--- src/rtl/mult_div_unit.sv ---
// Iterative radix-2 multiply/divide unit (mult, multu, div, divu) that holds HI/LO.
// Latency: done is high WIDTH+2 cycles after start (1 cycle for a divide by zero).
// Backpressure: none; start is taken only while idle, is ignored while busy, and is never queued.
//
// Ports:
//   clock, reset      rising-edge clock, asynchronous active-high reset
//   start, op, a, b   request; op 00 mult, 01 multu, 10 div, 11 divu (sampled in IDLE)
//   busy              high in every state except IDLE
//   done              one-cycle completion pulse; hi/lo are valid in the same cycle
//   div_by_zero       pulses with done when a divide had b == 0
//   hi, lo            mult: product high/low words; div: remainder/quotient
module mult_div_unit #(
  parameter int WIDTH = 32
) (
  input  logic             clock,
  input  logic             reset,
  input  logic             start,
  input  logic [1:0]       op,
  input  logic [WIDTH-1:0] a,
  input  logic [WIDTH-1:0] b,
  output logic             busy,
  output logic             done,
  output logic             div_by_zero,
  output logic [WIDTH-1:0] hi,
  output logic [WIDTH-1:0] lo
);

  localparam int CW = (WIDTH > 1) ? $clog2(WIDTH) : 1;

  localparam logic [1:0] IDLE = 2'd0;
  localparam logic [1:0] CALC = 2'd1;
  localparam logic [1:0] FIX  = 2'd2;
  localparam logic [1:0] DONE = 2'd3;

  logic [1:0]         state;
  logic [CW-1:0]      count;
  logic [2*WIDTH-1:0] acc;      // mult: {partial product, multiplier}; div: {remainder, dividend/quotient}
  logic [WIDTH-1:0]   opnd;     // mult: |multiplicand|; div: |divisor|
  logic               is_div;
  logic               neg_lo;   // negate product (mult) or quotient (div)
  logic               neg_hi;   // negate remainder (div only)
  logic               dbz;

  // Operand magnitudes; an unsigned W-bit magnitude holds |-2^(W-1)| exactly.
  logic               is_signed;
  logic [WIDTH-1:0]   mag_a;
  logic [WIDTH-1:0]   mag_b;

  always_comb begin
    is_signed = ~op[0];
    mag_a     = (is_signed && a[WIDTH-1]) ? (~a + 1'b1) : a;
    mag_b     = (is_signed && b[WIDTH-1]) ? (~b + 1'b1) : b;
  end

  // One iteration of either algorithm.
  logic [WIDTH:0]     add_sum;
  logic [WIDTH:0]     div_tmp;
  logic               no_borrow;
  logic [WIDTH-1:0]   sub_res;
  logic [2*WIDTH-1:0] acc_next;

  always_comb begin
    // Shift-add: add multiplicand into the upper half when the current
    // multiplier bit is set, then shift the whole thing (with carry) right.
    add_sum = {1'b0, acc[2*WIDTH-1:WIDTH]} + (acc[0] ? {1'b0, opnd} : '0);
    // Restoring divide: bring the next dividend bit into the remainder.
    div_tmp   = acc[2*WIDTH-1:WIDTH-1];
    no_borrow = (div_tmp >= {1'b0, opnd});
    // When there is no borrow the difference is below the divisor, so W bits suffice.
    sub_res   = div_tmp[WIDTH-1:0] - opnd;
    if (is_div) begin
      acc_next = {(no_borrow ? sub_res : div_tmp[WIDTH-1:0]), acc[WIDTH-2:0], no_borrow};
    end else begin
      acc_next = {add_sum, acc[WIDTH-1:1]};
    end
  end

  // Sign correction of the finished magnitudes.
  logic [2*WIDTH-1:0] prod_fix;
  logic [WIDTH-1:0]   quo_fix;
  logic [WIDTH-1:0]   rem_fix;

  always_comb begin
    prod_fix = neg_lo ? (~acc + 1'b1) : acc;
    quo_fix  = neg_lo ? (~acc[WIDTH-1:0] + 1'b1) : acc[WIDTH-1:0];
    rem_fix  = neg_hi ? (~acc[2*WIDTH-1:WIDTH] + 1'b1) : acc[2*WIDTH-1:WIDTH];
  end

  always_ff @(posedge clock or posedge reset) begin
    if (reset) begin
      state  <= IDLE;
      count  <= '0;
      acc    <= '0;
      opnd   <= '0;
      is_div <= 1'b0;
      neg_lo <= 1'b0;
      neg_hi <= 1'b0;
      dbz    <= 1'b0;
      hi     <= '0;
      lo     <= '0;
    end else begin
      case (state)
        IDLE: begin
          if (start) begin
            if (op[1] && (b == '0)) begin
              // Divide by zero: skip the datapath, hi/lo are left untouched.
              dbz   <= 1'b1;
              state <= DONE;
            end else begin
              count  <= '0;
              is_div <= op[1];
              if (op[1]) begin
                acc    <= {{WIDTH{1'b0}}, mag_a};
                opnd   <= mag_b;
                neg_lo <= is_signed && (a[WIDTH-1] ^ b[WIDTH-1]);
                neg_hi <= is_signed && a[WIDTH-1];
              end else begin
                acc    <= {{WIDTH{1'b0}}, mag_b};
                opnd   <= mag_a;
                neg_lo <= is_signed && (a[WIDTH-1] ^ b[WIDTH-1]);
                neg_hi <= 1'b0;
              end
              state <= CALC;
            end
          end
        end
        CALC: begin
          acc   <= acc_next;
          count <= count + 1'b1;
          if (count == CW'(WIDTH - 1)) begin
            state <= FIX;
          end
        end
        FIX: begin
          if (is_div) begin
            hi <= rem_fix;
            lo <= quo_fix;
          end else begin
            hi <= prod_fix[2*WIDTH-1:WIDTH];
            lo <= prod_fix[WIDTH-1:0];
          end
          state <= DONE;
        end
        default: begin  // DONE
          dbz   <= 1'b0;
          state <= IDLE;
        end
      endcase
    end
  end

  assign busy        = (state != IDLE);
  assign done        = (state == DONE);
  assign div_by_zero = dbz;

endmodule
--- config.mk ---
export PLATFORM = sky130hd
export DESIGN_NAME = mult_div_unit
export DESIGN_NICKNAME = d
export VERILOG_FILES = /design/src/rtl/mult_div_unit.sv
export SDC_FILE = /design/constraint.sdc
export NUM_CORES = 1
export LEC_CHECK = 0
export ABC_AREA = 0
export CORE_MARGIN = 1.5
export CORE_UTILIZATION = 54
export DETAILED_ROUTE_END_ITERATION = 16
export HOLD_SLACK_MARGIN = 0.15
export PLACE_DENSITY = 0.79
export SKIP_LAST_GASP = 1
export SYNTH_ARGS = -nofsm -noshare
export SYNTH_HDL_FRONTEND = slang
export SYNTH_SLANG_ARGS = --single-unit
--- constraint.sdc ---
create_clock -name clock -period 6.05 [get_ports clock]
set_input_delay 1.21 -clock clock [delete_from_list [all_inputs] [get_ports clock]]
set_output_delay 1.21 -clock clock [all_outputs]
set_load 0.005 [all_outputs]
Word-level counts from Yosys, hierarchy flattened --
Cells that the tools add are included.
Storage, ports and cells: input bits 69, flip-flop bits (word level) 171
Cells by class: add/subtract/negate cells 8, muxes and demuxes 26, bitwise gates (word level) 9, magnitude comparators 1, eq/ne operators 8, reduce and logical (&&, ||, !) cells 13
Operator list (number):
- 2-to-1 mux 32 bit | 10
- 2-to-1 mux 64 bit | 4
- adder 32 x 1 -> 32 bit, second input constant | 4
- inverter 32 bit | 4
- one-hot mux 64 bit (2 select lines) | 1
- adder 64 x 1 -> 64 bit, second input constant | 1
- inverter 64 bit | 1
- adder 32 x 32 -> 33 bit | 1
- >= comparator 33 x 32 -> 1 bit | 1
- zero test 32 bit | 1
- subtractor 32 bit | 1
- 2-to-1 mux 5 bit | 2
- one-hot mux 5 bit (2 select lines) | 1
- AND reduction 3 bit | 3
- != test 2 bit, second input constant | 4
- 2-to-1 mux 2 bit | 3
- one-hot mux 2 bit (3 select lines) | 1
- adder 5 x 1 -> 5 bit, second input constant | 1
- equality test 5 bit, second input constant | 1
- equality test 2 bit, second input constant | 2
- logical AND 1 bit | 4
- nonzero test 2 bit | 2
- 2-to-1 mux 1 bit | 3
- inverter 1 bit | 3
- other kinds (6) | 6

Logic depth before layout (Yosys ltp) --
depth after elaboration 7, gate-level depth with buffers 14, depth with buffers taken out 13

Worst setup path before layout --
Ideal clock, no wire load.
path kind input to register, from in b[21], to reg acc[34], path buffers 2, library setup time 0.132 ns, arrival time 3.595 ns, data required time 5.918 ns, setup slack 2.323 ns, stages on the path 11, cells stage by stage or4_4 > or3_4 > or4_4 > o311ai_4 > buf_6 > nand2_4 > nand2_4 > nor2_1 > buf_6 > a22oi_2 > o21ai_1
Between the ends: word-level cells in the longest chain between the ends 4
Ends and longest elaborated chain:
- from (decl) | line 20 | input logic [WIDTH-1:0] b,
- zero test 32 bit | line 105 | if (op[1] && (b == '0)) begin
- logical AND 1 bit | line 105
- != test 2 bit (no source line)
- AND reduction 3 bit (no source line)
- to (signal assigned) | line 113 | acc <= {{WIDTH{1'b0}}, mag_a};
- to (signal assigned) | line 118 | acc <= {{WIDTH{1'b0}}, mag_b};
- to (signal assigned) | line 128 | acc <= acc_next;
- to (decl) | line 37 | logic [2*WIDTH-1:0] acc;
Every way passes these cells. A chain may end at the register's enable or synchronous reset.

Worst setup path in the final report --
from in b[3], to reg acc[37]
The elaborated chain is that of the path after synthesis.

==> impl_metrics.json <==
{
  "htreeDepth": 4,
  "die_area_um2": 28100,
  "synth_edf_count": 0,
  "ys_seq_area_share_pct": 29.2,
  "start_kind": "primary input",
  "tightest_slew_ns": 1.08,
  "gp_congestion": 0.999,
  "power_density_nw_per_um2": 565,
  "cap_violations": 0,
  "min_from": "opnd[16]",
  "final_nets": 2039,
  "ant_nets": 0,
  "yosysTopAreaCellShare_pct": 29.2,
  "p_leak_nw": 7.04,
  "core_area_um2": 26800,
  "grt_first_pass_wirelength_um": 72300,
  "syn_area_um2": 14600,
  "routed_wl_um": 45900,
  "vias": 14100,
  "wl_per_cell_um": 20.4,
  "tns_ns": 0,
  "grt_max_degree": 76,
  "async_reset_ff_share_pct": 100,
  "cts_setup_buffers": 0,
  "worstPathArrival_ns": 5.13,
  "syn_avg_cell_area_um2": 7.99,
  "synth_ff_type": "dfrtp_1",
  "rsz0062_at_grt": "no",
  "reg2reg_from": "acc[31]",
  "post_cts_resize_count": 0,
  "vias_per_cell": 6.28,
  "required_ns": 6.40,
  "cts_made_buffers": 17,
  "tritoncts": "built",
  "clk_path_buf_depth": 2,
  "portBuffers": 135,
  "die_h_um": 168,
  "slew_viol_final": 0,
  "holdBufCountCts": 0,
  "setup_violations": 0,
  "grt_usage_pct": 32.7,
  "cts_root_buffer": "clkbuf_16",
  "dp_cells": 2215,
  "vdd_drop_max_uv": 260,
  "path_max_fanout": 29,
  "min_path_type": "reg -> reg",
  "layout_common_cells": "230 x nor2_1, 224 x a21oi_1, 170 x dfrtp_1, 143 x nand2_1, 134 x clkdlybuf4s50_1",
  "rrSetupSlack_ns": 1.92,
  "synthTopCellsByArea": "dfrtp_1 29%, a21oi_1 7.7%, ha_1 6.4%, xnor2_1 6.1%, nor2_1 5.9%",
  "syn-instance-count": 1833,
  "dr.pass1.iters": 6,
  "drc": 0,
  "num_rows": 60,
  "layout_commonest_cell": "nor2_1",
  "min_period_over_period_pct": 79.0,
  "fmax_mhz": 209,
  "cp-end-kind": "flop",
  "die_w_um": 168,
  "worstSkewPairLatency_ns": 0.44,
  "yosysTopAreaCell": "dfrtp_1",
  "antenna_found_initial": 1,
  "rr_endpoint": "acc[62]",
  "grt_pass1_vias": 13300,
  "overflow": 0,
  "clock-sinks": 171,
  "post-route-min-period_ns": 4.78,
  "stdcell_count": 2247,
  "yosys_warnings": 0,
  "worstSetupPathType": "in -> reg",
  "diodes": 0,
  "final_layout_size_suffix_gt1_share_pct": 7.40,
  "dr.first_iter.drc_count": 1466,
  "num_io_pins": 136,
  "syn_nets": 1979,
  "min_to": "opnd[16]",
  "outcome": "complete, no violations",
  "start_util_pct": 54.6,
  "dp_hpwl_um": 35000,
  "skew_ns": 0.0151,
  "synthDistinctLibCells": 71,
  "min_path_cells": 2,
  "area_growth_syn_to_layout_pct": 14.1,
  "hold_viol_final": 0,
  "ys_seq_elements": 171,
  "r2r_cells": 13,
  "clk_pin_slew_worst_paths_ns": 0.07,
  "slew_headroom_pct": 27.7
}
==> sequential cells by signal (all words and copies together), names as in the netlist <==
name         flops
acc             64
count            5
div_by_zero      1
hi              32
is_div           1
lo              32
neg_hi           1
neg_lo           1
opnd            32
state            2
==> area by class of cell <==
type / count / area [µm²]
inverter: 72 / 275
timing repair buffer: 150 / 1460
clock buffer: 18 / 429
multi-input combinational: 1481 / 9670
tap: 341 / 427
fill: 2396 / 10100
clock inverter: 14 / 158
sequential: 171 / 4280
==> critical path, cell delays in order <==
cell	delay, ns
clkdlybuf4s50_1	0.48
nor4_1	0.61
nand4_1	0.31
or3_1	0.59
o311ai_4	0.52
and2_2	0.71
buf_4	0.41
a22oi_2	0.12
o21ai_1	0.15
==> cells by family (layout without fill, tap and decap cells) <==
logic type | Yosys count | count (layout) | synth area share, %
AOI/OAI and AO/OA | 581 | 581 | 24.4
and+or+nand+nor | 560 | 560 | 17.8
buffers and inverters | 181 | 254 | 4.91
DFF | 171 | 171 | 29.2
xor gates and xnor gates | 170 | 170 | 10.2
muxes | 93 | 93 | 6.83
adders and majority gates | 77 | 77 | 6.68
==> worst max-delay path by stage <==
stage,from,end,slack (ns)
floorplan,reset,acc[0],0.21
global placement,b[3],acc[60],1.07
detailed placement,b[3],acc[37],0.91
CTS,b[3],acc[37],1.36
global route,b[3],acc[58],1.03
finish,b[3],acc[37],1.27
==> synth_stat cells (all sizes together), types with 12 or more instances <==
cell and instances:
nor2 230, a21oi 225, dfrtp 171, nand2 146, o21ai 144, xnor2 102
clkbuf 83, ha 75, inv 72, xor2 68, mux2 55, mux2i 38
nor3 38, a21o 31, a211oi 30, buf 26, nand3 24, a31oi 21
o31ai 21, nand4 18, nor4 17, nor2b 15, a22o 12, o21a 12
o21bai 12, or3 12
==> stage by stage <==
step / total power, mW / util [%] / instance area [µm²] / setup WS [ns] / hold slack (ns)
floorplan: 6.37 / - / 14600 / 0.208 / 0.444
global placement: 8.08 / 60.1 / 16100 / 1.07 / 0.461
detailed placement: 8.18 / 60.1 / 16100 / 0.912 / 0.472
CTS: 9.34 / 62.3 / 16700 / 1.36 / 0.490
global route: 10.1 / 62.3 / 16700 / 1.03 / 0.513
finish: 9.44 / 62.3 / 16700 / 1.27 / 0.484
==> metal layers <==
metal  wire length (µm)  share of wire (%)  up-vias  GRT usage [%]
met5                  0                  0        -              0
met4               1740                3.8        0           12.8
met3               3480                7.6      103           4.73
met2              21300                 46      622           53.6
met1              19300                 42     6728           43.6
li1                   -                  -     6669              -
==> power breakdown <==
group | switching (mW) | total (mW) | internal (mW)
clock | 0.555 | 1.14 | 0.585
sequential | 0.607 | 2.25 | 1.64
combinational | 3.49 | 6.05 | 2.57
(Power assumes the default switching activity.)
